<file path="src/rtl/serial_frame_pkg.sv">
// Shared definitions for the serial frame receiver: line levels, FSM states, defaults.
package serial_frame_pkg;

    localparam int DATA_W_DEF = 8;

    localparam logic START_BIT  = 1'b1;
    localparam logic STOP_BIT   = 1'b0;
    localparam logic IDLE_LEVEL = 1'b0;

    typedef enum logic [1:0] {
        IDLE   = 2'd0,
        DATA   = 2'd1,
        PARITY = 2'd2,
        STOP   = 2'd3
    } state_t;

endpackage

</file>
<file path="src/rtl/frame_sipo.sv">
// Serial-in parallel-out shift register; new bits enter at the LSB so the first bit ends up as MSB.
module frame_sipo #(
    parameter int W = 8
) (
    input  logic         clk,
    input  logic         rst,
    input  logic         clr,
    input  logic         shift,
    input  logic         din,
    output logic [W-1:0] q
);

    always_ff @(posedge clk or negedge rst) begin
        if (!rst)
            q <= '0;
        else if (clr)
            q <= '0;
        else if (shift)
            q <= {q[W-2:0], din};
    end

endmodule

</file>
<file path="src/rtl/serial_frame_rx.sv">
// Receiver for start/data/parity/stop frames sampled one bit per clock, with a one-deep output register.
module serial_frame_rx
    import serial_frame_pkg::*;
#(
    parameter int DATA_W    = DATA_W_DEF,
    parameter int PARITY_EN = 1
) (
    input  logic              clk,
    input  logic              rst,
    input  logic              s_in,
    output logic [DATA_W-1:0] data_out,
    output logic              valid,
    input  logic              ready,
    output logic              parity_err,
    output logic              frame_err,
    output logic              overrun
);

    localparam int CNT_W = $clog2(DATA_W + 1);

    state_t            state, state_nx;
    logic [CNT_W-1:0]  cnt;
    logic              par_acc;
    logic [DATA_W-1:0] payload;
    logic              sipo_clr, sipo_shift, stop_edge;
    logic              cnt_last, par_bad, stop_bad, frame_good;

    assign cnt_last   = (cnt == CNT_W'(DATA_W - 1));
    assign par_bad    = (PARITY_EN != 0) && par_acc;
    assign stop_bad   = (s_in != STOP_BIT);
    assign frame_good = !par_bad && !stop_bad;

    frame_sipo #(.W(DATA_W)) u_sipo (
        .clk   (clk),
        .rst   (rst),
        .clr   (sipo_clr),
        .shift (sipo_shift),
        .din   (s_in),
        .q     (payload)
    );

    always_ff @(posedge clk or negedge rst) begin
        if (!rst)
            state <= IDLE;
        else
            state <= state_nx;
    end

    always_comb begin
        state_nx   = state;
        sipo_clr   = 1'b0;
        sipo_shift = 1'b0;
        stop_edge  = 1'b0;
        case (state)
            IDLE: begin
                if (s_in == START_BIT) begin
                    state_nx = DATA;
                    sipo_clr = 1'b1;
                end
            end
            DATA: begin
                sipo_shift = 1'b1;
                if (cnt_last)
                    state_nx = (PARITY_EN != 0) ? PARITY : STOP;
            end
            PARITY: state_nx = STOP;
            // A bad stop bit still returns to IDLE; it is never reused as a start bit.
            STOP: begin
                stop_edge = 1'b1;
                state_nx  = IDLE;
            end
            default: state_nx = IDLE;
        endcase
    end

    // Running XOR over data bits and the parity bit; nonzero at STOP means odd parity.
    always_ff @(posedge clk or negedge rst) begin
        if (!rst) begin
            cnt     <= '0;
            par_acc <= 1'b0;
        end else if (sipo_clr) begin
            cnt     <= '0;
            par_acc <= 1'b0;
        end else if (state == DATA) begin
            cnt     <= cnt + 1'b1;
            par_acc <= par_acc ^ s_in;
        end else if (state == PARITY) begin
            par_acc <= par_acc ^ s_in;
        end
    end

    always_ff @(posedge clk or negedge rst) begin
        if (!rst) begin
            data_out   <= '0;
            valid      <= 1'b0;
            parity_err <= 1'b0;
            frame_err  <= 1'b0;
            overrun    <= 1'b0;
        end else begin
            parity_err <= stop_edge && par_bad;
            frame_err  <= stop_edge && stop_bad;
            overrun    <= 1'b0;
            if (stop_edge && frame_good) begin
                if (!valid || ready) begin
                    data_out <= payload;
                    valid    <= 1'b1;
                end else begin
                    overrun  <= 1'b1;
                end
            end else if (valid && ready) begin
                valid <= 1'b0;
            end
        end
    end

endmodule

</file>
<file path="config.mk">
export PLATFORM = sky130hd
export DESIGN_NAME = serial_frame_rx
export DESIGN_NICKNAME = d
export VERILOG_FILES = /design/src/rtl/serial_frame_pkg.sv /design/src/rtl/frame_sipo.sv /design/src/rtl/serial_frame_rx.sv
export SDC_FILE = /design/constraint.sdc
export NUM_CORES = 1
export LEC_CHECK = 0
export ABC_AREA = 1
export ABC_CLOCK_PERIOD_IN_PS = 1100
export BUFFER_PORTS_ARGS = -buffer_cell sky130_fd_sc_hd__buf_2
export CORE_MARGIN = 2
export CORE_UTILIZATION = 50
export DETAILED_ROUTE_END_ITERATION = 10
export GPL_TIMING_DRIVEN = 1
export PLACE_DENSITY_LB_ADDON = 0.1
export SLEW_MARGIN = 20
export SYNTH_ARGS = -nofsm -noshare
export SYNTH_HDL_FRONTEND = slang
export SYNTH_SLANG_ARGS = --single-unit
</file>
<file path="constraint.sdc">
create_clock -name clk -period 1.1 [get_ports clk]
set_input_delay 0.055 -clock clk [delete_from_list [all_inputs] [get_ports clk]]
set_output_delay 0.055 -clock clk [all_outputs]
set_load 0.02 [all_outputs]
</file>
==> flow_metrics.env, run 1 <==
export IMPL_violations="negative setup slack"
export IMPL_area_delta_synth_final_pct=32.8
export IMPL_m1WireLength_mm=1.04
export IMPL_cts_buffers=3
export IMPL_chipHeight_um=53.2
export IMPL_min_period_ns=1.20
export IMPL_rsz0062_at_grt="true"
export IMPL_hp_start="ready"
export IMPL_rr_startpoint="state[1]"
export IMPL_p_sw_mw=1.78
export IMPL_grt_pass1_wl_mm=3.79
export IMPL_max_clock_freq_mhz=834
export IMPL_cts_tree="done"
export IMPL_drtIter0Drc=21
export IMPL_clkPwrFrac=0.096
export IMPL_n_antenna_cell=0
export IMPL_synth_avg_cell_area_um2=9.62
export IMPL_holdCritPathClass="in -> reg"
export IMPL_r2r_slack_ns=-0.1
export IMPL_crit_type="reg -> reg"
export IMPL_fp_dieArea_mm2=0.00283
export IMPL_final_hold_viol_count=0
export IMPL_start_util=0.538
export IMPL_grt_antenna_before_repair=0
export IMPL_place_ws_ns=-0.136
export IMPL_num_vias=952
export IMPL_worst_pin_slew_ns=0.584
export IMPL_overflow=0
export IMPL_clk_latency_ns=0.30
export IMPL_io_buffer_count=15
export IMPL_power_internal_mw=2.42
export IMPL_wirelength_mm=2.44
export IMPL_critPathCaptureType="flop"
export IMPL_wl_per_cell_um=13.2
export IMPL_endpoint="cnt[0]"
export IMPL_pin_count=16
export IMPL_fillCellCount=163
export IMPL_power_mw=4.21
export IMPL_core_area_mm2=0.00225
export IMPL_viasPerCell=5.15
export IMPL_p_leak_nw=0.790
export IMPL_worstPathRequired_ns=1.31
export IMPL_die_w_um=53.2
export IMPL_drt_pass1_iterations=4
export IMPL_skew_ns=0.00193
export IMPL_place_gp_congestion=0.770
export IMPL_yosysSeqAreaShare=0.557
export IMPL_syn_inst=126
export IMPL_wl_met3_um=66
export IMPL_swShare=0.424
export IMPL_htreeDepth=1
export IMPL_final_antenna_net_count=0
export IMPL_drive_above_1_share=0.433
export IMPL_max_cap_viol_count=0
export IMPL_cts_buffer_depth=2
export IMPL_rows=17
export IMPL_drc_errors=0
export IMPL_grt_pass1_vias=908
export IMPL_cts_root_buf="clkbuf_4"
export IMPL_grt_max_degree=28
export IMPL_rr_worst_depth=6
export IMPL_ys_types=14
export IMPL_r2r_end="cnt[0]"
export IMPL_setup_ws_ns=-0.0988
export IMPL_arrival_ns=1.41
export IMPL_seq_power_share=0.364
export IMPL_clk_pin_slew_ns=0.13
export IMPL_netlist_area_mm2=0.00121
export IMPL_power_density_mw_per_mm2=2610
export IMPL_top_layer_used="met4"
export IMPL_irDropWorstVdd_v=0.00167
export IMPL_drv_slew=0
export IMPL_maxSlewHeadroom=0.611
export IMPL_comb_power_share=0.540
export IMPL_cp_max_fo=8
export IMPL_nNetsFinal=169
export IMPL_met2_length_mm=1.28
export IMPL_grt_usage=0.186
export IMPL_cts_sinks=27
export IMPL_period_share=1.09
export IMPL_status="finished with violations"
export IMPL_yosysWarnings=0
export IMPL_worstSetupStartpointType="flop"
export IMPL_setup_viol=25
export IMPL_setup_worst_path_start="state[1]"
export IMPL_hpwl_mm=1.49
export IMPL_syn_nets=137
export IMPL_yosys_register_bits=27
-- sequential cells by signal (all words and copies together) (netlist names) --
register and count:
data_out 8, u_sipo.q 8, cnt 4, state 2, frame_err 1, overrun 1, par_acc 1, parity_err 1
valid 1
-- through the flow --
stage	utilization	TNS (ns)	instances	hold slack [ns]	instance area, µm²
2_1_floorplan	-	-0.0962	126	-0.241	1230
5_1_grt	0.714	-2.95	185	0.0781	1610
3_3_place_gp	0.609	-1.22	174	0.0865	1370
6_report	0.714	-1.28	185	0.0648	1610
3_5_place_dp	0.609	-2.07	174	0.0931	1370
4_1_cts	0.682	-0.912	183	0.0653	1540
-- synth_stat cells --
library cell  number  share of area
dfrtp_1           27           0.56
nand2_1           27          0.084
inv_1             17          0.053
o21ai_0           11          0.045
nand3_1           10          0.041
nor2_1            10          0.031
o21ai_2            8          0.058
ha_1               7          0.072
a21oi_1            3          0.012
buf_4              2          0.012
buf_6              1         0.0093
nand2_2            1         0.0052
nand3_4            1          0.014
or2_2              1         0.0052
-- how the worst min path moves through the flow --
| stage | depth (start not counted) | slack, ns | endpoint |
|---|---|---|---|
| 2_1_floorplan | 0 | -0.24 | cnt[0] |
| 3_3_place_gp | 1 | 0.09 | valid |
| 3_5_place_dp | 1 | 0.09 | data_out[7] |
| 4_1_cts | 4 | 0.07 | overrun |
| 5_1_grt | 4 | 0.08 | overrun |
| 6_report | 4 | 0.06 | overrun |
-- critical path: stages, from the launching register on --
cell	delay (ns)
dfrtp_1	0.45
inv_2	0.13
ha_4	0.23
nand2_4	0.07
buf_4	0.13
nand2_2	0.05
nor2_1	0.05
-- power groups by stage --
| stage | sequential, mW | clock (mW) | combinational (mW) |
|---|---|---|---|
| 4_1_cts | 1.51 | 0.420 | 1.96 |
| 5_1_grt | 1.57 | 0.455 | 2.49 |
| 3_3_place_gp | 1.51 | 0 | 1.54 |
| 6_report | 1.53 | 0.402 | 2.27 |
| 3_5_place_dp | 1.52 | 0 | 1.59 |
| 2_1_floorplan | 1.63 | 0 | 0.981 |
-- cell families after synthesis --
family,count (synthesis),synth area share
flip-flops,27,0.557
AND/OR/NAND/NOR,50,0.181
AO/OA/AOI/OAI,22,0.116
buffers and inverters,20,0.0743
adder cells (fa/ha/maj),7,0.0722
-- area by class of cell --
type	instances	area, µm²	area share
flip-flops and latches	27	677	0.420
well taps	28	35.0	0.0218
inverters	17	66.3	0.0412
repair buffers	29	200	0.124
clock buffers	4	26.3	0.0163
multi-input cells	80	606	0.376
-- layout by cell type (no fill, tap or decap) --
cell / instances
clkbuf_1: 1
inv_4: 1
nand2_1: 21
inv_1: 14
ha_1: 2
nand2_8: 1
nor2_2: 1
nand3_1: 7
ha_2: 1
clkbuf_4: 3
o21ai_2: 12
a21oi_2: 2
dlygate4sd3_1: 2
ha_4: 4
nand3_2: 3
dfrtp_2: 1
nand2_4: 2
nor2_1: 8
nand2_2: 4
buf_6: 4
buf_2: 15
dfrtp_1: 26
a21oi_1: 1
nand3_4: 2
buf_4: 8
or2_4: 1
inv_2: 2
o21ai_0: 1
o21ai_1: 6
nor2_4: 1
-- routing by layer --
layer  track usage  vias up
li1              -      464
met1         0.211      465
met2         0.337       17
met3        0.0282        6
met4        0.0855        0
met5             0        -
-- repair_timing --
action | 4_1_cts | 5_1_grt
pin swaps | 5 | 4
hold buffers | 2 | 0
resized for setup | 27 | 18
hold endpoints to repair | 28 | 0
setup endpoints to repair | 23 | 26
cloned | 1 | 1
setup buffers | 2 | 1
Power figures use the tool's default switching activity.
==> inputs of run 2 (changes only) <==
--- a/config.mk
+++ b/config.mk
@@ -7,7 +7,7 @@
 export LEC_CHECK = 0
 export ABC_AREA = 1
 export ABC_CLOCK_PERIOD_IN_PS = 1100
-export BUFFER_PORTS_ARGS = -buffer_cell sky130_fd_sc_hd__buf_2
+export BUFFER_PORTS_ARGS = -buffer_cell sky130_fd_sc_hd__buf_4
 export CORE_MARGIN = 2
 export CORE_UTILIZATION = 50
 export DETAILED_ROUTE_END_ITERATION = 10
==> run 2 against run 1 <==
  * The flow still finishes with violations (negative setup slack)
  * Clock-buffer cell count fell by 1
  * Setup slack improved by 0.010 ns
  * Hold slack got worse by 0.035 ns
  * Sequential cell count did not move
  * Total power fell by 1.7%
  * Wire length rose by 4.4%
  * Global-route usage rose by 2.1 points
  * Non-clock buffer count fell by 1
  * Sequential share of layout area rose by 0.098 points
  * Maximum frequency rose by 0.87%
==> flow_metrics.env, run 2 (same netlist as run 1, synthesis figures left out) <==
export IMPL_critPathCaptureType="flop"
export IMPL_hpwl_mm=1.57
export IMPL_n_antenna_cell=0
export IMPL_reg_top3="data_out: 8 flops, u_sipo.q: 8 flops, cnt: 4 flops"
export IMPL_cts_root_buf="clkbuf_4"
export IMPL_overflow=0
export IMPL_cts_tree="done"
export IMPL_r2r_slack_ns=-0.09
export IMPL_area_delta_synth_final_pct=32.5
export IMPL_skew_ns=0.0199
export IMPL_rsz0062_at_grt="true"
export IMPL_pin_count=16
export IMPL_grt_usage=0.207
export IMPL_holdPathStages=4
export IMPL_start_util=0.538
export IMPL_drtIter0Drc=22
export IMPL_grt_max_degree=28
export IMPL_chipHeight_um=53.2
export IMPL_wirelength_mm=2.54
export IMPL_crit_chain="buf_4 -> ha_2 -> buf_4 -> nand2_1 -> nand2_1"
export IMPL_drv_slew=0
export IMPL_hold_end="cnt[2]"
export IMPL_grt_pass1_vias=934
export IMPL_htreeDepth=1
export IMPL_arrival_ns=1.40
export IMPL_core_area_mm2=0.00225
export IMPL_period_share=1.08
export IMPL_max_cap_viol_count=0
export IMPL_p_leak_nw=0.773
export IMPL_setup_viol=26
export IMPL_drc_errors=0
export IMPL_cts_sinks=27
export IMPL_die_w_um=53.2
export IMPL_drive_above_1_share=0.410
export IMPL_final_antenna_net_count=0
export IMPL_final_hold_viol_count=0
export IMPL_grt_antenna_before_repair=0
export IMPL_final_common_cell="dfrtp_1"
export IMPL_crit_type="reg -> reg"
export IMPL_fp_dieArea_mm2=0.00283
export IMPL_cts_buffer_depth=2
export IMPL_io_buffer_count=15
export IMPL_rows=17
export IMPL_min_period_ns=1.19
export IMPL_grt_pass1_wl_mm=4.16
export IMPL_critPathSlowestCell="dfrtp_1"
export IMPL_setup_ws_ns=-0.0885
export IMPL_worstSetupStartpointType="flop"
export IMPL_num_vias=928
export IMPL_worst_pin_slew_ns=0.337
export IMPL_wl_per_cell_um=13.8
export IMPL_violations="negative setup slack"
export IMPL_power_density_mw_per_mm2=2570
export IMPL_final_cell_mix="26 x dfrtp_1, 23 x nand2_1, 23 x buf_4, 15 x inv_1, 10 x o21ai_2"
export IMPL_worstPathRequired_ns=1.32
export IMPL_clk_latency_ns=0.33
export IMPL_fillCellCount=181
export IMPL_clk_pin_slew_ns=0.16
export IMPL_viasPerCell=5.04
export IMPL_cp_max_fo=3
export IMPL_fin_cells=184
export IMPL_nNetsFinal=168
export IMPL_cts_buffers=3
export IMPL_rr_worst_depth=5
export IMPL_place_gp_congestion=0.767
export IMPL_drt_pass1_iterations=4
export IMPL_hp_start="s_in"
export IMPL_cp_slowest_stage_delay_ns=0.43
export IMPL_max_clock_freq_mhz=841
export IMPL_maxSlewHeadroom=0.775
export IMPL_fin_setup_tns_ns=-1.45
export IMPL_holdCritPathClass="in -> reg"
export IMPL_r2r_end="valid"
export IMPL_irDropWorstVdd_v=0.00177
export IMPL_place_inst=174
export IMPL_status="finished with violations"
export IMPL_rr_startpoint="state[1]"
run 2: layout make-up:
class / instances / area, µm² / area share
clock inverters: 1 / 7.51 / 0.00467
well taps: 28 / 35.0 / 0.0218
clock buffers: 3 / 22.5 / 0.0140
flip-flops and latches: 27 / 677 / 0.421
repair buffers: 28 / 226 / 0.141
inverters: 17 / 66.3 / 0.0413
multi-input cells: 80 / 572 / 0.356
run 2: per-stage QoR:
step                power [mW]  setup slack, ns  hold slack, ns   util  area [µm²]
floorplan                 2.61          -0.0120          -0.241      -        1230
global placement          3.11          -0.0988         -0.0178  0.626        1410
detailed placement        3.18           -0.130         -0.0149  0.626        1410
CTS                       3.92          -0.0645          0.0272  0.689        1550
global route              4.40           -0.143          0.0356  0.713        1610
finish                    4.14          -0.0885          0.0294  0.713        1610
run 2: timing repair:
action	CTS	global route
buffers inserted	0	3
hold buffers	2	0
endpoints found under the hold margin	28	0
endpoints found under the setup margin	23	27
pin swaps	5	3
gates cloned	1	0
gates resized for setup	27	9
run 2: critical path, delay by kind of cell, from the launching register on:
kind / cells / cell delay (ns)
buffers and inverters: 2 / 0.29
DFF: 1 / 0.43
adders and majority gates: 1 / 0.23
and+or+nand+nor: 2 / 0.13
run 2: report_power, final:
group	internal [mW]	leakage (nW)	switching [mW]
combinational	0.942	0.400	1.20
clock	0.139	0.0139	0.306
sequential	1.31	0.360	0.237
total	2.39	0.773	1.75
run 2: how the worst max path moves through the flow:
stage / cells past startpoint / end / slack (ns) / from
2_1_floorplan: 6 / u_sipo.q[1] / -0.01 / state[0]
3_3_place_gp: 5 / u_sipo.q[3] / -0.1 / state[0]
5_1_grt: 7 / cnt[3] / -0.14 / state[1]
3_5_place_dp: 5 / u_sipo.q[7] / -0.13 / state[1]
4_1_cts: 7 / cnt[3] / -0.06 / state[1]
6_report: 5 / valid / -0.09 / state[1]
run 2: layer usage:
layer,track usage,part of all wire,vias up
li1,-,-,461
met1,0.238,0.41,452
met2,0.397,0.55,13
met3,0.0169,0.028,2
met4,0.0641,0.0055,0
met5,0,0,-
==> inputs of run 3 (changes only) <==
--- a/config.mk
+++ b/config.mk
@@ -13,6 +13,7 @@
 export DETAILED_ROUTE_END_ITERATION = 10
 export GPL_TIMING_DRIVEN = 1
 export PLACE_DENSITY_LB_ADDON = 0.1
+export SETUP_SLACK_MARGIN = 0.2
 export SLEW_MARGIN = 20
 export SYNTH_ARGS = -nofsm -noshare
 export SYNTH_HDL_FRONTEND = slang
==> run 3 against run 2 <==
  * The flow still finishes with violations (negative setup slack)
  * Die area unchanged
  * Critical path depth grew 2
  * First-iteration DRC count shrank 41%
  * Final area rose by 5.8%
  * Sequential share of layout area shrank 2.3 points
  * Global-route usage is 0.84 points lower
  * Clock power shrank 8.5%
  * Register-to-register slack about the same
  * Cell count rose by 2.7%
  * Via count is 0.97% higher
  * Total power rose by 2.0%
  * Combinational power up 4%
==> flow_metrics.env, run 3 (same netlist as run 1, synthesis figures left out) <==
export IMPL_viasPerCell=4.96
export IMPL_grt_antenna_before_repair=0
export IMPL_setup_viol=25
export IMPL_fin_setup_tns_ns=-1.39
export IMPL_final_hold_viol_count=0
export IMPL_max_cap_viol_count=0
export IMPL_chipHeight_um=53.2
export IMPL_worstSetupStartpointType="flop"
export IMPL_clk_pin_slew_ns=0.13
export IMPL_period_share=1.08
export IMPL_cts_buffers=3
export IMPL_place_inst=174
export IMPL_max_clock_freq_mhz=841
export IMPL_final_antenna_net_count=0
export IMPL_num_vias=937
export IMPL_holdCritPathClass="in -> reg"
export IMPL_reg_top3="data_out: 8 flops, u_sipo.q: 8 flops, cnt: 4 flops"
export IMPL_rsz0062_at_grt="true"
export IMPL_final_cell_mix="26 x dfrtp_1, 21 x nand2_1, 17 x buf_6, 14 x inv_1, 14 x buf_4"
export IMPL_critPathCaptureType="flop"
export IMPL_worst_pin_slew_ns=0.337
export IMPL_setup_ws_ns=-0.0886
export IMPL_crit_type="reg -> reg"
export IMPL_skew_ns=0.00113
export IMPL_nNetsFinal=173
export IMPL_area_delta_synth_final_pct=40.2
export IMPL_place_gp_congestion=0.778
export IMPL_clk_latency_ns=0.31
export IMPL_power_density_mw_per_mm2=2480
export IMPL_drtIter0Drc=13
export IMPL_drc_errors=0
export IMPL_cts_root_buf="clkbuf_4"
export IMPL_htreeDepth=1
export IMPL_status="finished with violations"
export IMPL_start_util=0.538
export IMPL_p_leak_nw=0.825
export IMPL_maxSlewHeadroom=0.775
export IMPL_irDropWorstVdd_v=0.00200
export IMPL_grt_pass1_wl_mm=4.04
export IMPL_grt_pass1_vias=902
export IMPL_io_buffer_count=15
export IMPL_final_common_cell="dfrtp_1"
export IMPL_drt_pass1_iterations=4
export IMPL_grt_usage=0.199
export IMPL_hp_start="s_in"
export IMPL_n_antenna_cell=0
export IMPL_setup_worst_path_start="state[1]"
export IMPL_whs_ns=0.0657
export IMPL_cp_max_fo=7
export IMPL_arrival_ns=1.40
export IMPL_worstPathRequired_ns=1.32
export IMPL_min_period_ns=1.19
export IMPL_wl_per_cell_um=12.3
export IMPL_die_w_um=53.2
export IMPL_wirelength_mm=2.33
export IMPL_fp_dieArea_mm2=0.00283
export IMPL_cts_sinks=27
export IMPL_cts_tree="done"
export IMPL_hpwl_mm=1.56
export IMPL_violations="negative setup slack"
export IMPL_drive_above_1_share=0.435
export IMPL_rows=17
export IMPL_pin_count=16
export IMPL_overflow=0
export IMPL_grt_max_degree=28
export IMPL_fin_cells=189
export IMPL_core_area_mm2=0.00225
export IMPL_drv_slew=0
export IMPL_cts_buffer_depth=2
export IMPL_rr_startpoint="state[1]"
-- run 3: cell types whose count changed in the layout (fill, tap and decap cells not counted), moves of 2 or more --
cell     before  now
nand2_1      23   21
nand3_1       4    6
nand2_4       1    3
buf_6         3   17
buf_4        23   14
nand3_2       6    4
-- run 3: critical path, cell delays in order (launching register included) --
cell and delay [ns]:
dfrtp_1 0.45, inv_2 0.12, ha_4 0.21, nand2_4 0.08
nor2_4 0.09, nand2_1 0.05, nand2_1 0.05, nor2_1 0.04
-- run 3: worst paths after layout --
check / cells past startpoint / slack (ns) / endpoint
setup / recovery: 7 / -0.09 / cnt[3]
hold / removal: 3 / 0.07 / u_sipo.q[0]
setup reg to reg: 7 / -0.09 / cnt[3]
hold reg to reg: 2 / 0.47 / parity_err
max in group asynchronous: 2 / 0.66 / state[0]
min in group asynchronous: 2 / 0.17 / overrun
-- run 3: area by class of cell --
| type | count | area [µm²] |
|---|---|---|
| multi-input cells | 80 | 579 |
| flip-flops and latches | 27 | 677 |
| fillers | 159 | 554 |
| repair buffers | 33 | 317 |
| well taps | 28 | 35.0 |
| inverters | 17 | 66.3 |
| clock buffers | 4 | 26.3 |
-- run 3: layer usage --
| metal | vias up | GRT usage | wire [µm] |
|---|---|---|---|
| met1 | 453 | 0.240 | 1060 |
| met2 | 11 | 0.360 | 1190 |
| met4 | 0 | 0.0513 | 14 |
| met3 | 2 | 0.0339 | 59 |
| met5 | - | 0 | 0 |
| li1 | 471 | - | - |
-- run 3: power breakdown --
group          switching [mW]  internal [mW]  total (mW)
logic                    1.18           1.05        2.24
registers               0.266           1.31        1.58
clock network           0.266          0.141       0.407
-- run 3: per-stage QoR --
stage | setup WS (ns) | utilization | area, µm² | power, mW
6_report | -0.0886 | 0.754 | 1700 | 4.22
5_1_grt | -0.143 | 0.754 | 1700 | 4.58
4_1_cts | -0.0763 | 0.720 | 1620 | 4.05
3_5_place_dp | -0.113 | 0.629 | 1420 | 3.21
3_3_place_gp | -0.105 | 0.629 | 1420 | 3.13
2_1_floorplan | -0.0125 | - | 1240 | 2.62
-- run 3: what timing repair did --
item,4_1_cts,5_1_grt
pin swaps,3,3
endpoints found under the setup margin,37,39
setup buffers,4,4
resized for setup,36,15
hold buffers,2,0
cloned,1,0
hold endpoints to repair,28,0
